`src/rtl/uart_tx_pkg.sv`:
```
// Shared definitions for the FIFO-drain UART transmitter: FSM encoding,
// framing constants and counter-width helpers.
package uart_tx_pkg;

    typedef enum logic [2:0] {
        ST_IDLE,
        ST_LOAD,
        ST_START,
        ST_DATA,
        ST_PARITY,
        ST_STOP
    } tx_state_e;

    localparam int PARITY_NONE = 0;
    localparam int PARITY_EVEN = 1;
    localparam int STOP_ONE    = 1;
    localparam int STOP_TWO    = 2;

    // Width needed to count 0..range-1, never narrower than one bit.
    function automatic int cnt_width(input int range);
        return (range > 1) ? $clog2(range) : 1;
    endfunction

endpackage

```
`src/rtl/uart_baud_cnt.sv`:
```
// Bit-period counter: counts 0..CLK_DIV-1 while enabled and flags the last
// cycle of each line bit.
module uart_baud_cnt
    import uart_tx_pkg::*;
#(
    parameter int CLK_DIV = 16
) (
    input  logic clk,
    input  logic rst_n,
    input  logic clr,
    input  logic en,
    output logic tick
);

    localparam int CNT_W = cnt_width(CLK_DIV);
    localparam logic [CNT_W-1:0] CNT_LAST = CNT_W'(CLK_DIV - 1);

    logic [CNT_W-1:0] cnt;

    // NOTE: sequential state is updated with non-blocking assignments so every
    // flop samples pre-edge values, independent of process evaluation order.
    always_ff @(posedge clk or negedge rst_n) begin
        if (!rst_n) begin
            cnt <= '0;
        end else if (clr) begin
            cnt <= '0;
        end else if (en) begin
            cnt <= (cnt == CNT_LAST) ? '0 : cnt + 1'b1;
        end
    end

    assign tick = en && (cnt == CNT_LAST);

endmodule

```
`src/rtl/fifo_uart_tx.sv`:
```
// FIFO drain stage: pops one word through the read-allow/empty interface and
// serialises it as start, LSB-first data, optional even parity, stop bit(s).
module fifo_uart_tx
    import uart_tx_pkg::*;
#(
    parameter int DATA_W    = 8,
    parameter int CLK_DIV   = 16,
    parameter int PARITY_EN = PARITY_NONE,
    parameter int STOP_BITS = STOP_ONE
) (
    input  logic              clk,
    input  logic              rst_n,
    input  logic              tx_en,
    input  logic              fifo_empty,
    output logic              fifo_rd,
    input  logic [DATA_W-1:0] fifo_rdata,
    output logic              tx,
    output logic              busy,
    output logic              frame_done
);

    localparam int BIT_W = cnt_width(DATA_W + 1);
    localparam logic [BIT_W-1:0] DATA_LAST = BIT_W'(DATA_W - 1);
    localparam logic [BIT_W-1:0] STOP_LAST = BIT_W'(STOP_BITS - 1);

    tx_state_e         state, state_next;
    logic [DATA_W-1:0] shift_q, shift_next;
    logic [BIT_W-1:0]  bit_cnt, bit_cnt_next;
    logic              parity_q, parity_next;
    logic              tx_q, tx_next;
    logic              done_q, done_next;
    logic              tick;
    logic              baud_clr, baud_en;

    assign fifo_rd  = (state == ST_IDLE) && tx_en && !fifo_empty;
    assign busy     = (state != ST_IDLE);
    assign baud_clr = (state == ST_LOAD);
    assign baud_en  = (state == ST_START) || (state == ST_DATA) ||
                      (state == ST_PARITY) || (state == ST_STOP);

    uart_baud_cnt #(
        .CLK_DIV (CLK_DIV)
    ) u_baud (
        .clk   (clk),
        .rst_n (rst_n),
        .clr   (baud_clr),
        .en    (baud_en),
        .tick  (tick)
    );

    // NOTE: every variable gets a default before the case so no path leaves
    // one unassigned, which would otherwise infer a latch.
    always_comb begin
        state_next   = state;
        shift_next   = shift_q;
        bit_cnt_next = bit_cnt;
        parity_next  = parity_q;
        done_next    = 1'b0;

        case (state)
            ST_IDLE: begin
                if (fifo_rd) state_next = ST_LOAD;
            end
            ST_LOAD: begin
                shift_next  = fifo_rdata;
                parity_next = ^fifo_rdata;
                state_next  = ST_START;
            end
            ST_START: begin
                if (tick) state_next = ST_DATA;
            end
            ST_DATA: begin
                if (tick) begin
                    shift_next = shift_q >> 1;
                    if (bit_cnt == DATA_LAST) begin
                        bit_cnt_next = '0;
                        state_next   = (PARITY_EN != 0) ? ST_PARITY : ST_STOP;
                    end else begin
                        bit_cnt_next = bit_cnt + 1'b1;
                    end
                end
            end
            ST_PARITY: begin
                if (tick) state_next = ST_STOP;
            end
            ST_STOP: begin
                if (tick) begin
                    if (bit_cnt == STOP_LAST) begin
                        bit_cnt_next = '0;
                        state_next   = ST_IDLE;
                        done_next    = 1'b1;
                    end else begin
                        bit_cnt_next = bit_cnt + 1'b1;
                    end
                end
            end
            default: state_next = ST_IDLE;
        endcase

        // The line register follows the state being entered, so tx lines up
        // with the state it belongs to.
        case (state_next)
            ST_START:  tx_next = 1'b0;
            ST_DATA:   tx_next = shift_next[0];
            ST_PARITY: tx_next = parity_q;
            default:   tx_next = 1'b1;
        endcase
    end

    // NOTE: the shift register is reset like the control state; it is small and
    // a known value keeps the line deterministic after any reset.
    always_ff @(posedge clk or negedge rst_n) begin
        if (!rst_n) begin
            state    <= ST_IDLE;
            shift_q  <= '0;
            bit_cnt  <= '0;
            parity_q <= 1'b0;
            tx_q     <= 1'b1;
            done_q   <= 1'b0;
        end else begin
            state    <= state_next;
            shift_q  <= shift_next;
            bit_cnt  <= bit_cnt_next;
            parity_q <= parity_next;
            tx_q     <= tx_next;
            done_q   <= done_next;
        end
    end

    assign tx         = tx_q;
    assign frame_done = done_q;

endmodule

```
`config.mk`:
```
export PLATFORM = sky130hd
export DESIGN_NAME = fifo_uart_tx
export DESIGN_NICKNAME = d
export VERILOG_FILES = /design/src/rtl/uart_tx_pkg.sv /design/src/rtl/uart_baud_cnt.sv /design/src/rtl/fifo_uart_tx.sv
export SDC_FILE = /design/constraint.sdc
export NUM_CORES = 1
export LEC_CHECK = 0
export ABC_CLOCK_PERIOD_IN_PS = 2580
export CELL_PAD_IN_SITES_DETAIL_PLACEMENT = 0
export CELL_PAD_IN_SITES_GLOBAL_PLACEMENT = 2
export CORE_MARGIN = 1
export CORE_UTILIZATION = 35
export CTS_BUF_LIST = sky130_fd_sc_hd__clkbuf_4
export DETAILED_ROUTE_END_ITERATION = 6
export PLACE_DENSITY = 0.87
export SLEW_MARGIN = 10
export SYNTH_ARGS = -nofsm -noshare
export SYNTH_HDL_FRONTEND = slang
export SYNTH_HIERARCHICAL = 1
export SYNTH_SLANG_ARGS = --single-unit
```
`constraint.sdc`:
```
create_clock -name clk -period 2.58 [get_ports clk]
set_clock_uncertainty 0.1 [all_clocks]
set_input_delay 0.645 -clock clk [delete_from_list [all_inputs] [get_ports clk]]
set_output_delay 0.645 -clock clk [all_outputs]
set_load 0.05 [all_outputs]
```
# After elaboration in Yosys (flattened, before gate mapping)
# Index checks and enable logic that the tools add are counted.
# totals
output_inout_bits	4
reg_bits	22
# classes
reduce_logical	16
n_addsub	2
n_mux	22
n_eq_ne	12
# ops
cell	count
$mux 4	7
$mux 3	7
$pmux 3 s6	1
$pmux 8 s2	1
$eq 3x2->1 const B	4
$eq 3x3->1 const B	3
$add 4x1->4 const B	2
$mux 8	1
$pmux 4 s2	1
$reduce_xor 8->1	1
$reduce_bool 2->1	3
$eq 4x3->1 const B	1
$eq 4x4->1 const B	1
$logic_not 4->1	1
$ne 2x2->1 const B	2
$eq 3x1->1 const B	1
$logic_and 1x1->1	3
$logic_not 3->1	1
$logic_or 1x1->1	3
$mux 1	3
$pmux 1 s3	1
$reduce_and 3->1	1
$reduce_bool 3->1	1
$reduce_and 2->1	1
$logic_not 1->1	1

# Logic depth before layout (Yosys ltp)
# Gate-level depths: netlist (run 1).
# depth
depth_word	9
mapped_depth	8
depth_no_buf	7

# By module
# The synthesis (run 1) kept the hierarchy.
# modules_own_cells
mod	area_each_um2	cells_per_inst	seq_area_each_um2	n_inst
fifo_uart_tx	1084.8	116	451.7	1
uart_baud_cnt	205.2	22	100.1	1

# Worst setup path after synthesis (run 1)
# No wires, ideal clock.
# synth_path
path_kind	register -> output
from	register state[2]
to	output fifo_rd
arrival_time_ns	2.402
setup_slack_ns	-0.567
stages_incl_launch_ff	4
cell_sequence	dfrtp_1 -> buf_6 -> or3_1 -> nor3b_1
# synth_between
elab_chain_cells	3
# synth_rtl
element	line	source
start: declaration	fifo_uart_tx.sv:26	tx_state_e state, state_next;
start signal: assignment	fifo_uart_tx.sv:121	state <= state_next;
$logic_not 3->1	fifo_uart_tx.sv:35	assign fifo_rd = (state == ST_IDLE) && tx_en && !fifo_empty;
$logic_and 1x1->1 (2 in a row)	fifo_uart_tx.sv:35	
end: declaration	fifo_uart_tx.sv:15	output logic fifo_rd,
# Every way passes these cells.

# Final worst setup path (run 1)
# Ends and elaborated chain as after synthesis.

==> metrics.yaml, run 1 <==
cts_made_buffers: 3
cp_max_fo: 11
grt.overflow.total: 0
clk_latency_ps: 310
fin_tns_setup_ps: 0
crit_chain: "buf_4 -> or3_1 -> nor3b_4 -> buf_12"
cp.arrival_ps: 1720
synth-xor-area-share: 0.0611
holdPathEnd: "shift_q[7]"
post-route-period-util: 0.955
die_area_um2: 3930
antenna_found_initial: 0
dp_hpwl_um: 1910
hold_viol: 0
vias: 1064
syn-instance-count: 138
synthAdderAreaFrac: 0.0388
fp-row-count: 21
track_usage: 0.150
chipWidth_um: 62.7
synthSimpleGateAreaFrac: 0.200
wirelength_um: 2650
vias_per_cell: 5.29
gp_congestion: 0.697
finalSetupViolations: 0
ff2ff_path_depth: 7
clock-root-buffer: "clkbuf_4"
yosysWarningCount: 6
timing.fmax_ghz: 0.406
clockBufferDepth: 2
syn_nets: 154
grt_setup_unrepaired: "no"
ys_top_cells_by_area: "dfrtp_1 41%, a21oi_1 5.8%, o21ai_0 5.4%"
synth_area_um2: 1290
synth_edf_count: 0
crit_type: "reg2out"
period_minus_slack_ps: 2460
synthMuxAreaShare: 0.0242
holdWs_ps: 409
ir_drop_uv: 373
async_flop_share: 1.00
die_h_um: 62.7
antenna_cells: 0
max-slew-margin-rel: 0.673
status: "complete, no violations"
clock_sinks: 22
post_cts_buffers: 0
syn_avg_cell_area_um2: 9.35
core_um2: 3440
power_density_nw_per_um2: 736
rrSetupSlack_ps: 310
cp_slowest_cell: "or3_1"
grt_max_degree: 23
cts-htree-levels: 1
io_buffers: 15
report.final.slew_viol_count: 0
drt-wirelength-per-cell_um: 13.2
finalNetCount: 172
yosysTopAreaCellShare: 0.407
pwr-share-clk: 0.147
min_path_cells: 1
syn_to_final_growth_pct: 19.1
synthFlopType: "dfrtp_1"
grt_pass1_vias: 1043
ioPinCount: 16
ant_nets: 0
drc: 0
p_seq_frac: 0.469
crit_path_end_kind: "output pin"
grt_pass1_wl_um: 4680
hp-start: "shift_q[7]"
drive_above_1_share: 0.116
ys_seq_elements: 22
synth_compound_area_frac: 0.193
hold_class: "reg2reg"
worstPathRequired_ps: 1840
p_int_mw: 0.708
critPathMaxStageDelay_ps: 410
power_leakage_nw: 0.637
cts.clk_slew.worst_paths_ps: 130
yosysTopAreaCell: "dfrtp_1"
synth_top_family_by_area: "simple AND/OR/NAND/NOR gates"
first_pass_iters: 4
r2r-end: "bit_cnt[3]"
switchingPower_mw: 0.423
synth.distinct_cells: 37
switching_share: 0.374
drtIter0Drc: 27
pwr-share-comb: 0.384
r2r_start: "state[1]"
worstMarginPinSlew_ps: 489
ys_seq_area_frac: 0.428
maxCapViolations: 0
initial_core_util: 0.375
cp-start-kind: "flop"
cts_tree: "yes"
[sequential cells by signal, indices dropped and copies added, names as in the netlist]
register	count
state	3
u_baud/cnt	4
tx	1
bit_cnt	4
shift_q	8
parity_q	1
frame_done	1
[final cells by class]
class,count,area [um2]
fill,353,1910
multi-input combinational,102,678
sequential,22,553
timing repair buffer,20,195
tap,46,57.6
inverter,7,26.3
clock buffer,3,22.5
clock inverter,1,3.75
[timing repair]
| item | in CTS | in global routing |
|---|---|---|
| hold buffers | 0 | 0 |
| gates resized for setup | 0 | 1 |
| setup endpoints to repair | 0 | 1 |
[Yosys cell counts (2+ instances only)]
library cell,number
a21oi_1,15
buf_2,3
buf_6,2
clkbuf_1,2
dfrtp_1,21
ha_1,4
inv_1,7
mux2i_1,2
nand2_1,9
nand2b_1,3
nand3_1,2
nand3b_1,8
nand4b_1,2
nor2_1,7
o21ai_0,14
o22ai_1,7
or3_1,3
xnor2_1,7
xor2_1,2
[metrics by stage]
stage	setup WS [ps]	instance area (um2)	utilization	total power, mW	std cells
final	116	1540	0.446	1.13	201
after CTS	94.5	1540	0.446	1.14	201
after detailed placement	301	1510	0.438	0.970	197
after global routing	7.38	1540	0.446	1.23	201
after global placement	317	1510	0.438	0.955	197
after floorplan	118	1300	-	0.854	138
[power groups by stage]
stage	registers (mW)	clock network, mW	logic, mW
after floorplan	0.525	0	0.329
after global placement	0.529	0	0.426
after detailed placement	0.533	0	0.437
after CTS	0.527	0.170	0.438
after global routing	0.545	0.188	0.495
final	0.530	0.166	0.434
[how the worst max path moves through the flow]
| stage | startpoint | depth (start not counted) | end |
|---|---|---|---|
| 3_3_place_gp | fifo_empty | 3 | fifo_rd |
| 2_1_floorplan | state[2] | 3 | fifo_rd |
| 5_1_grt | state[2] | 4 | fifo_rd |
| 4_1_cts | state[2] | 4 | fifo_rd |
| 6_report | state[2] | 4 | fifo_rd |
| 3_5_place_dp | fifo_empty | 3 | fifo_rd |
[critical path, delay by kind of cell, from the launching register on]
kind,cells,cell delay (ps)
buffers and inverters,2,340
DFF,1,400
and+or+nand+nor,2,660
[per-layer routing]
layer,wire (um),global-route usage,up-vias,part of all wire
met5,0,0,-,0
met4,29,0.0465,0,0.011
met3,76,0.0237,5,0.029
met2,1230,0.236,15,0.46
met1,1310,0.210,517,0.50
li1,-,-,527,-
[placed cells by master, fill, tap and decap left out, types with 4 or more instances in the layout]
cell type,synthesis,final
inv_1,7,7
nand2_1,9,9
ha_1,4,4
nand3b_1,8,8
a21oi_1,15,15
o21ai_0,14,14
o22ai_1,7,7
clkdlybuf4s50_1,0,13
xnor2_1,7,7
buf_4,0,6
dfrtp_1,21,20
nor2_1,7,7
[logic make-up (layout without fill, tap and decap cells)]
group,Yosys count,count (layout)
compound gates,43,43
simple gates,43,43
flops,22,22
buf+inv,14,31
xor+xnor,9,9
fa+ha+maj,4,4
mux,3,3
No activity file was read; power rests on OpenSTA's default activity.
==> inputs of run 2 (changes only) <==
ABC_AREA = 1   (was not set)
CORE_UTILIZATION = 33   (was 35)
PLACE_DENSITY = 0.88   (was 0.87)
==> metrics.yaml, run 2 <==
switching_share: 0.433
gp_congestion: 0.803
finalSetupViolations: 0
drive_above_1_share: 0.103
async_flop_share: 1.00
clock-root-buffer: "clkbuf_4"
finalNetCount: 212
finalPower_mw: 1.36
synth_area_um2: 1330
initial_core_util: 0.354
crit_chain: "clkdlybuf4s50_1"
ys_seq_area_frac: 0.416
synth_common_cells: "61 x nand2_1, 24 x inv_1, 21 x dfrtp_1"
p_seq_frac: 0.421
cts.clk_slew.worst_paths_ps: 120
final_common_cell: "nand2_1"
cp_num_buf_inv: 1
cts-htree-levels: 1
crit_type: "reg2out"
vias: 1154
critPathMaxStageDelay_ps: 780
antenna_cells: 0
clk_latency_ps: 300
grt_pass1_vias: 1208
pwr-share-clk: 0.115
synth.most_common_cell: "nand2_1"
antenna_found_initial: 0
timing.fmax_ghz: 0.423
max-slew-margin-rel: 0.664
fin_tns_setup_ps: 0
synthFlopType: "dfrtp_1"
cp_slowest_cell: "clkdlybuf4s50_1"
report.final.slew_viol_count: 0
grt_setup_unrepaired: "no"
post-route-period-util: 0.917
post_cts_buffers: 0
yosysTopAreaCell: "dfrtp_1"
crit_path_end_kind: "output pin"
critical-path-top-delay-family: "buffers and inverters"
period_minus_slack_ps: 2360
first_pass_iters: 4
post_cts_resized: 0
ant_nets: 0
p_int_mw: 0.769
grt_pass1_wl_um: 5140
die_area_um2: 4270
cts_made_buffers: 3
pwr-share-comb: 0.464
chipWidth_um: 65.4
top_register: "shift_q"
syn_nets: 191
reg_top3: "shift_q: 8 flops, bit_cnt: 4 flops, u_baud/cnt: 4 flops"
cts_tree: "yes"
drt-wirelength-per-cell_um: 10.8
synth_edf_count: 0
grt.overflow.total: 0
power_density_nw_per_um2: 857
hold_class: "reg2reg"
track_usage: 0.152
rrSetupSlack_ps: 470
syn_avg_cell_area_um2: 7.57
core_um2: 3740
io_buffers: 15
power_leakage_nw: 0.816
dp_hpwl_um: 2070
syn-instance-count: 175
maxCapViolations: 0
switchingPower_mw: 0.587
ir_drop_uv: 412
ys_top_cells_by_area: "dfrtp_1 40%, nand2_1 17%, inv_1 6.8%"
ioPinCount: 16
syn_to_final_growth_pct: 19.4
hold_viol: 0
die_h_um: 65.4
yosysTopAreaCellShare: 0.397
clockBufferDepth: 2
fp-row-count: 22
drc: 0
grt_max_degree: 23
cts_hold_buf: 0
ys_seq_elements: 22
worstMarginPinSlew_ps: 503
cp-start-kind: "flop"
status: "complete, no violations"
wirelength_um: 2630
fillers: 398
clock_sinks: 22
cp.arrival_ps: 1620
drtIter0Drc: 58
synth.distinct_cells: 26
vias_per_cell: 4.75
mostFrequentLayoutCells: "61 x nand2_1, 24 x inv_1, 21 x dfrtp_1"
largest_reg_flops: 8
cp_max_fo: 1
worstPathRequired_ps: 1840
yosysWarningCount: 6
-- run 2: changes by cell type after synthesis, sizes merged, moves of 4 or more --
cell	delta
nand2	+52
inv	+21
nand3	+15
a21oi	-11
o21ai	-8
nand3b	-7
o22ai	-7
a32oi	+5
nand4	+4
nor2	+4
xnor2	-4
-- run 2: cells by family after synthesis --
| group | Yosys count | synth area share |
|---|---|---|
| simple gates | 96 | 0.318 |
| buf+inv | 30 | 0.0906 |
| xor+xnor | 5 | 0.0331 |
| compound gates | 18 | 0.104 |
| flops | 22 | 0.416 |
| fa+ha+maj | 4 | 0.0378 |
-- run 2: final cells by class --
cell class	count	area (um2)	area share
Multi-Input combinational cell	123	653	0.413
Sequential cell	22	552	0.349
Clock inverter	1	3.75	0.00237
Tap cell	48	60.1	0.0380
Clock buffer	3	22.5	0.0142
Timing Repair Buffer	18	185	0.117
Inverter	28	105	0.0665
-- run 2: metal layers --
layer	global-route usage	wire length (um)	vias to the layer above
li1	-	-	605
met2	0.263	1190	25
met3	0.0365	106	2
met5	0	0	-
met4	0.0272	11	0
met1	0.194	1330	522
-- run 2: worst paths after layout --
check                           startpoint         end  depth (start not counted)
worst max-delay path                    tx          tx                          1
worst max register to register    state[1]          tx                         11
worst min register to register  shift_q[2]  shift_q[2]                          2
worst min-delay path            shift_q[2]  shift_q[2]                          2
min in group asynchronous            rst_n  bit_cnt[2]                          2
max in group asynchronous            rst_n          tx                          2
-- run 2: power groups by stage --
| stage | logic (mW) | clock network [mW] | registers [mW] |
|---|---|---|---|
| 2_1_floorplan | 0.443 | 0 | 0.584 |
| 3_5_place_dp | 0.637 | 0 | 0.577 |
| 5_1_grt | 0.723 | 0.180 | 0.591 |
| 3_3_place_gp | 0.614 | 0 | 0.570 |
| 4_1_cts | 0.640 | 0.167 | 0.570 |
| 6_report | 0.630 | 0.156 | 0.571 |
-- run 2: through the flow --
stage	utilization	instance area [um2]	hold WS (ps)	setup slack [ps]	std cells
6_report	0.422	1580	400	215	243
3_5_place_dp	0.415	1550	372	366	239
2_1_floorplan	-	1330	249	725	175
4_1_cts	0.422	1580	402	59.7	243
3_3_place_gp	0.415	1550	353	375	239
5_1_grt	0.422	1580	422	166	243
==> inputs of run 3 (changes only) <==
GPL_TIMING_DRIVEN = 0   (was not set)
==> metrics.yaml, run 3 (synthesized netlist as in run 2, its figures left out) <==
status: "complete, no violations"
report.final.slew_viol_count: 0
largest_reg_flops: 8
hold_viol: 0
hold_class: "reg2reg"
holdWs_ps: 388
clk_latency_ps: 300
die_area_um2: 4270
syn_to_final_growth_pct: 19.6
min_path_cells: 2
clock_sinks: 22
initial_core_util: 0.354
chipWidth_um: 65.4
reg_top3: "shift_q: 8 flops, bit_cnt: 4 flops, u_baud/cnt: 4 flops"
gp_congestion: 0.805
finalNetCount: 211
final_common_cell: "nand2_1"
core_um2: 3740
grt_max_degree: 23
cp_slowest_cell: "clkdlybuf4s50_1"
die_h_um: 65.4
vias: 1132
cts_tree: "yes"
first_pass_iters: 4
crit_path_end_kind: "output pin"
grt.overflow.total: 0
placed_cells: 238
crit_chain: "clkdlybuf4s50_1"
worstPathRequired_ps: 1840
crit_type: "reg2out"
dp_hpwl_um: 2080
place_ws_ps: -259
max-slew-margin-rel: 0.342
ff2ff_path_depth: 11
timing.fmax_ghz: 0.421
cts_hold_buf: 0
period_minus_slack_ps: 2370
rrSetupSlack_ps: 420
finalSetupViolations: 0
drtIter0Drc: 73
drt-wirelength-per-cell_um: 11.1
antenna_found_initial: 0
finalNonFillerCells: 242
drc: 0
grt_setup_unrepaired: "no"
wirelength_um: 2690
hp-start: "shift_q[1]"
critical-path-top-delay-family: "buffers and inverters"
clock-root-buffer: "clkbuf_4"
holdPathEnd: "shift_q[1]"
r2r_start: "state[1]"
cts.clk_slew.worst_paths_ps: 130
io_buffers: 15
ioPinCount: 16
grt_pass1_wl_um: 4970
clockBufferDepth: 2
worstMarginPinSlew_ps: 983
ant_nets: 0
drive_above_1_share: 0.103
cts-htree-levels: 1
cts_made_buffers: 3
antenna_cells: 0
cp_num_buf_inv: 1
r2r-end: "tx"
vias_per_cell: 4.68
finalPower_mw: 1.45
post-route-period-util: 0.920
track_usage: 0.150
top_register: "shift_q"
mostFrequentLayoutCells: "61 x nand2_1, 24 x inv_1, 21 x dfrtp_1"
grt_pass1_vias: 1138
cp_max_fo: 1
cp.arrival_ps: 1630
power_leakage_nw: 0.820
critPathMaxStageDelay_ps: 790
setup_ws_ps: 205
place_area_um2: 1540
cp-start-kind: "flop"
fp-row-count: 22
fin_area_um2: 1590
ir_drop_uv: 351
maxCapViolations: 0
power_density_nw_per_um2: 912
## run 3: how the worst max path moves through the flow
stage / startpoint / to / slack [ps] / depth (start not counted)
final: tx / tx / 210 / 1
after global routing: tx / tx / 140 / 1
after CTS: fifo_empty / fifo_rd / 9 / 5
after detailed placement: fifo_empty / fifo_rd / -260 / 5
after global placement: tx_en / fifo_rd / -240 / 4
after floorplan: fifo_empty / fifo_rd / 730 / 3
## run 3: through the flow
stage,util,setup TNS [ps]
after floorplan,-,0
after global placement,0.410,-238
after detailed placement,0.410,-259
after CTS,0.424,0
after global routing,0.423,0
final,0.423,0
## run 3: cell type report
| cell class | instances | area [um2] |
|---|---|---|
| fill | 391 | 2160 |
| timing repair buffer | 15 | 148 |
| sequential | 22 | 552 |
| multi-input combinational | 123 | 653 |
| inverter | 28 | 105 |
| tap | 48 | 60.1 |
| buffer | 2 | 15.0 |
| clock buffer | 3 | 22.5 |
| clock inverter | 1 | 30.0 |
## run 3: where the power goes
part | internal (mW) | total (mW) | switching [mW]
Combinational | 0.229 | 0.607 | 0.378
Sequential | 0.474 | 0.574 | 0.0998
Clock | 0.157 | 0.265 | 0.108
## run 3: what timing repair did
item | CTS | global route
gates resized for setup | 1 | 3
setup endpoints to repair | 1 | 2
endpoints found under the hold margin | 0 | 0
setup buffers | 0 | 0
gates cloned | 0 | 0
## run 3: metal layers
metal / GRT usage / vias up / wire, um
met5: 0 / - / 0
met4: 0.0571 / 0 / 35
met3: 0.0226 / 4 / 85
met2: 0.244 / 18 / 1230
met1: 0.200 / 510 / 1340
li1: - / 600 / -
